<file path="config.mk">
export PLATFORM = sky130hd
export DESIGN_NAME = module_multicycle_adder
export DESIGN_NICKNAME = d
export VERILOG_FILES = /design/src/rtl/module_multicycle_adder.sv
export SDC_FILE = /design/constraint.sdc
export NUM_CORES = 1
export LEC_CHECK = 0
export BUFFER_PORTS_ARGS = -buffer_cell sky130_fd_sc_hd__buf_2
export CAP_MARGIN = 10
export CORE_MARGIN = 3
export CORE_UTILIZATION = 25
export DETAILED_ROUTE_END_ITERATION = 10
export PLACE_DENSITY_LB_ADDON = 0.3
export SLEW_MARGIN = 20
export SYNTH_ARGS = -nofsm -noshare
export SYNTH_HDL_FRONTEND = slang
export SYNTH_SLANG_ARGS = --single-unit
</file>
<file path="constraint.sdc">
create_clock -name clk_i -period 7.49 [get_ports clk_i]
set_clock_uncertainty 0.2 [all_clocks]
set_input_delay 1.498 -clock clk_i [delete_from_list [all_inputs] [get_ports clk_i]]
set_output_delay 1.498 -clock clk_i [all_outputs]
set_load 0.05 [all_outputs]
</file>
<file path="src/rtl/module_multicycle_adder.sv">
// module_multicycle_adder: multi-cycle ripple adder with valid/ready handshakes.
// One CHUNK-bit adder slice is reused for WIDTH/CHUNK cycles, trading latency for
// area. The FSM walks IDLE -> ADD (NCHUNK cycles) -> DONE -> IDLE.
// Optional build macro MULTICYCLE_ADDER_SUB_EN adds a sub_i port that turns the
// operation into A - B - carry_i (carry_o = 1 means no borrow).
module module_multicycle_adder #(
  parameter int WIDTH = 8,
  parameter int CHUNK = 2
) (
  input  logic             clk_i,
  input  logic             rst_n_i,
  input  logic             in_valid_i,
  output logic             in_ready_o,
  input  logic [WIDTH-1:0] a_i,
  input  logic [WIDTH-1:0] b_i,
  input  logic             carry_i,
`ifdef MULTICYCLE_ADDER_SUB_EN
  input  logic             sub_i,
`endif
  output logic             out_valid_o,
  input  logic             out_ready_i,
  output logic [WIDTH-1:0] sum_o,
  output logic             carry_o
);

  localparam int NCHUNK = WIDTH / CHUNK;
  localparam int IDX_W  = (NCHUNK > 1) ? $clog2(NCHUNK) : 1;
  localparam logic [IDX_W-1:0] LAST_IDX   = IDX_W'(NCHUNK - 1);
  localparam logic [WIDTH-1:0] SLICE_MASK = WIDTH'({CHUNK{1'b1}});

  // Reject geometries the slice walk cannot cover exactly.
  if (WIDTH < 1 || CHUNK < 1 || CHUNK > WIDTH || (WIDTH % CHUNK) != 0) begin : g_param_check
    $error("module_multicycle_adder: need WIDTH>=1, 1<=CHUNK<=WIDTH, WIDTH%%CHUNK==0");
  end

  typedef enum logic [1:0] {
    S_IDLE = 2'd0,
    S_ADD  = 2'd1,
    S_DONE = 2'd2
  } state_t;

  state_t           state_q, state_d;
  logic [WIDTH-1:0] a_q, a_d;
  logic [WIDTH-1:0] b_q, b_d;
  logic             cry_q, cry_d;
  logic [WIDTH-1:0] sum_q, sum_d;
  logic             carry_out_q, carry_out_d;
  logic [IDX_W-1:0] idx_q, idx_d;
  logic             in_ready_q, in_ready_d;
  logic             out_valid_q, out_valid_d;

  // Operand conditioning at accept time: subtraction is A + ~B + ~cin.
  logic [WIDTH-1:0] b_in;
  logic             cin_in;
`ifdef MULTICYCLE_ADDER_SUB_EN
  assign b_in   = b_i ^ {WIDTH{sub_i}};
  assign cin_in = carry_i ^ sub_i;
`else
  assign b_in   = b_i;
  assign cin_in = carry_i;
`endif

  // Shared adder slice on the chunk selected by idx_q.
  logic [31:0]      base;
  logic [CHUNK-1:0] a_sl, b_sl;
  logic [CHUNK:0]   slice_sum;

  always_comb begin
    base      = 32'(idx_q) * 32'(CHUNK);
    a_sl      = CHUNK'(a_q >> base);
    b_sl      = CHUNK'(b_q >> base);
    slice_sum = {1'b0, a_sl} + {1'b0, b_sl} + {{CHUNK{1'b0}}, cry_q};
  end

  // Next-state and datapath update for the IDLE/ADD/DONE sequence.
  always_comb begin
    state_d     = state_q;
    a_d         = a_q;
    b_d         = b_q;
    cry_d       = cry_q;
    sum_d       = sum_q;
    carry_out_d = carry_out_q;
    idx_d       = idx_q;
    case (state_q)
      S_IDLE: begin
        if (in_valid_i) begin
          a_d     = a_i;
          b_d     = b_in;
          cry_d   = cin_in;
          idx_d   = '0;
          state_d = S_ADD;
        end
      end
      S_ADD: begin
        sum_d = (sum_q & ~(SLICE_MASK << base))
              | (WIDTH'(slice_sum[CHUNK-1:0]) << base);
        cry_d = slice_sum[CHUNK];
        idx_d = idx_q + IDX_W'(1);
        if (idx_q == LAST_IDX) begin
          carry_out_d = slice_sum[CHUNK];
          state_d     = S_DONE;
        end
      end
      S_DONE: begin
        if (out_ready_i) begin
          state_d = S_IDLE;
        end
      end
      default: state_d = S_IDLE;
    endcase
    // Handshake outputs are decoded from the next state so they come straight off flops.
    in_ready_d  = (state_d == S_IDLE);
    out_valid_d = (state_d == S_DONE);
  end

  // State register with synchronous active-low reset.
  always_ff @(posedge clk_i) begin
    if (!rst_n_i) begin
      state_q     <= S_IDLE;
      a_q         <= '0;
      b_q         <= '0;
      cry_q       <= 1'b0;
      sum_q       <= '0;
      carry_out_q <= 1'b0;
      idx_q       <= '0;
      in_ready_q  <= 1'b1;
      out_valid_q <= 1'b0;
    end else begin
      state_q     <= state_d;
      a_q         <= a_d;
      b_q         <= b_d;
      cry_q       <= cry_d;
      sum_q       <= sum_d;
      carry_out_q <= carry_out_d;
      idx_q       <= idx_d;
      in_ready_q  <= in_ready_d;
      out_valid_q <= out_valid_d;
    end
  end

  assign in_ready_o  = in_ready_q;
  assign out_valid_o = out_valid_q;
  assign sum_o       = sum_q;
  assign carry_o     = carry_out_q;

endmodule

</file>
==> results.md <==
* CP required at ~7.5 ns
* Die width at roughly 82 um
* Worst-path clk slew at 0.06 ns
* Leading cell types in the layout, fill and taps excluded: dfxtp_1, buf_2, mux2i_1, nor2b_1, nand3_1
* Worst slew pin tran at slightly below 0.5 ns
* Crit end category: flip-flop
* Ys async rst share at 0
* Clk buf depth at 2
* All-layer global routing usage at 0.09035
* FMAX at about 0.37 GHz
* Most common cell after layout, fill and taps aside: dfxtp_1
* CTS resizes at 0
* Status: finished, final reports clean
* Max Slew Vio Count at 0
* Core area at 0.005335 mm2
* Boundary Pins at 32
* Top cell type's share of synthesized area at 0.4468
* Die ar. at roughly 0.0067 mm2
* YS warnings at 0
* DRC viols at 0
* Arr. time, crit path at approximately 2.7 ns
* Inst Count DP at between 200 and 250
* H-tree depth at 2
* Peak VDD IR at 0.1149 mV
* Vias per cell at about 4.2
* Worst min path class: flip-flop to flip-flop
* Antenna viol nets, final at 0
* Max-slew headroom at 0.6734
* Final min period at between 2 and 3 ns
* Port Buf Inserts at 31
* WS Path Type: flip-flop to flip-flop
* Post-Syn Instances at 131
* RSZ-0062 raised after global routing: false
* DR pass1 iterations at 4
* # rows at 26
* FF+latch count, synth at 32
* Die height at 81.74 um
* Post-DR wirelength/cell at approximately 12 um
* LEAKAGE at a little over 0.7 nW
* CTS root buffer: clkbuf_8
* DR vias at between 900 and 1000
* Area of the mapped netlist at approximately 0.0014 mm2
* Main synth FF type: dfxtp_1
* Clk_lat worst skew at around 0.27 ns
* Synth area leader: dfxtp_1
* Detailed-route wire length at around 2800 um
* GPL Wtd Cong at 0.7197
* Synth area leaders: dfxtp_1, mux2i_1, nor2b_1
* Post-place instance area at 0.001637 mm2
* Starting DRT DRC Count at 28
* Final setup violation count at 0
* Initial antenna violation count at 0
* CTS tree: done
* Post-CTS Setup Bufs at 0
* WHS at roughly 0.25 ns
* Starting Density at 0.2688
* Sequential fraction of the synthesis area at 0.4468
* CP Launch Type: flip-flop
* Max-cap viol count at 0
* Share of cells above drive strength 1 at 0.2927
* Power per cell area at ~210 mW/mm2
* DP HPWL at 2036 um
* Nets at 191
* Layout area overhead at 19.55%
* Yosys cell types at 28
* Number of hold buffers added after cts at 0
* Design area at 0.001714 mm2
* Syn_nets at around 160
* Post-route insts no fill at around 230
* Hold violation total from the final report at 0
* Avg Cell Area, Syn at 10.95 um2
* CTS buffer count at 5
* Setup TNS at 0 ns
* Number of diodes at 0
* Pin count of the biggest net entering global routing at 34
* GR Overflow Total at 0
* Maximum net fanout on the critical path at 10
* Vias in the first global route at a little under 1000
* First-pass GRT wire length at around 4600 um
* # clock sinks at 32
* Number of synthesized flops with an enable pin at 0
* Final Cycle Share at 0.3633
[critical path, cell delays in order, from the launching register on]
cell and delay (ns):
dfxtp_1 0.63, mux4_2 0.58, fa_1 0.42, fa_1 0.52, nand3_1 0.11, o22ai_1 0.19
[per-layer routing]
metal	GRT usage	vias to the layer above	wire length, um
met4	0.02990	0	14
met5	0	-	0
li1	-	514	-
met3	0.03947	2	236
met2	0.1292	32	1108
met1	0.1209	442	1451
[power breakdown]
group	total, W	switching [W]	internal (W)
Sequential	0.000185	0.00000657	0.000179
Combinational	0.0000479	0.0000253	0.0000226
Clock	0.000120	0.0000568	0.0000630
Total	0.000353	0.0000887	0.000264
[sequential cells by signal, indices dropped and copies added (netlist names), 2 cells and up]
signal	count
a_q	8
b_q	8
idx_q	2
state_q	2
sum_o	8
[path summary, 6_finish.rpt]
| path | startpoint | end | slack, ns | cells after the start |
|---|---|---|---|---|
| setup / recovery | idx_q[0]$_SDFFE_PN0P_ | sum_o[3]$_SDFFE_PN0P_ | 4.77 | 5 |
| hold / removal | sum_o[3]$_SDFFE_PN0P_ | sum_o[3]$_SDFFE_PN0P_ | 0.25 | 2 |
| setup reg to reg | idx_q[0]$_SDFFE_PN0P_ | sum_o[3]$_SDFFE_PN0P_ | 4.77 | 5 |
| hold reg to reg | sum_o[3]$_SDFFE_PN0P_ | sum_o[3]$_SDFFE_PN0P_ | 0.25 | 2 |
[through the flow]
step                      setup WS [ns]  utilization   power, W
after global routing              4.605       0.3213  0.0003706
after global placement            4.792       0.3068  0.0002376
after detailed placement          4.752       0.3068  0.0002376
after CTS                         4.732       0.3213  0.0003578
after floorplan                   5.001            -  0.0002254
final                             4.769       0.3213  0.0003532
[cell usage after synthesis, drive strengths merged, types with 2 or more instances]
| cell type | number |
|---|---|
| a21boi | 3 |
| and2 | 2 |
| buf | 3 |
| clkbuf | 3 |
| dfxtp | 32 |
| fa | 2 |
| ha | 4 |
| inv | 8 |
| mux2i | 17 |
| mux4 | 4 |
| nand2 | 4 |
| nand3 | 9 |
| nand3b | 2 |
| nor2 | 2 |
| nor2b | 18 |
| o21ai | 7 |
| o22ai | 4 |
[cell type report]
type / count / area, um2
Clock buffer: 6 / 72.57
Clock inverter: 1 / 5.005
Fill cell: 568 / 3621
Inverter: 8 / 30.03
Multi-Input combinational cell: 85 / 715.7
Sequential cell: 32 / 640.6
Tap cell: 70 / 87.58
Timing Repair Buffer: 32 / 162.7
[cell families after synthesis]
logic type	synth area share
buffers and inverters	0.05410
AND/OR/NAND/NOR	0.1815
AO/OA/AOI/OAI	0.07329
adder cells (fa/ha/maj)	0.06283
flip-flops	0.4468
multiplexers	0.1815
Power figures use the tool's default switching activity.
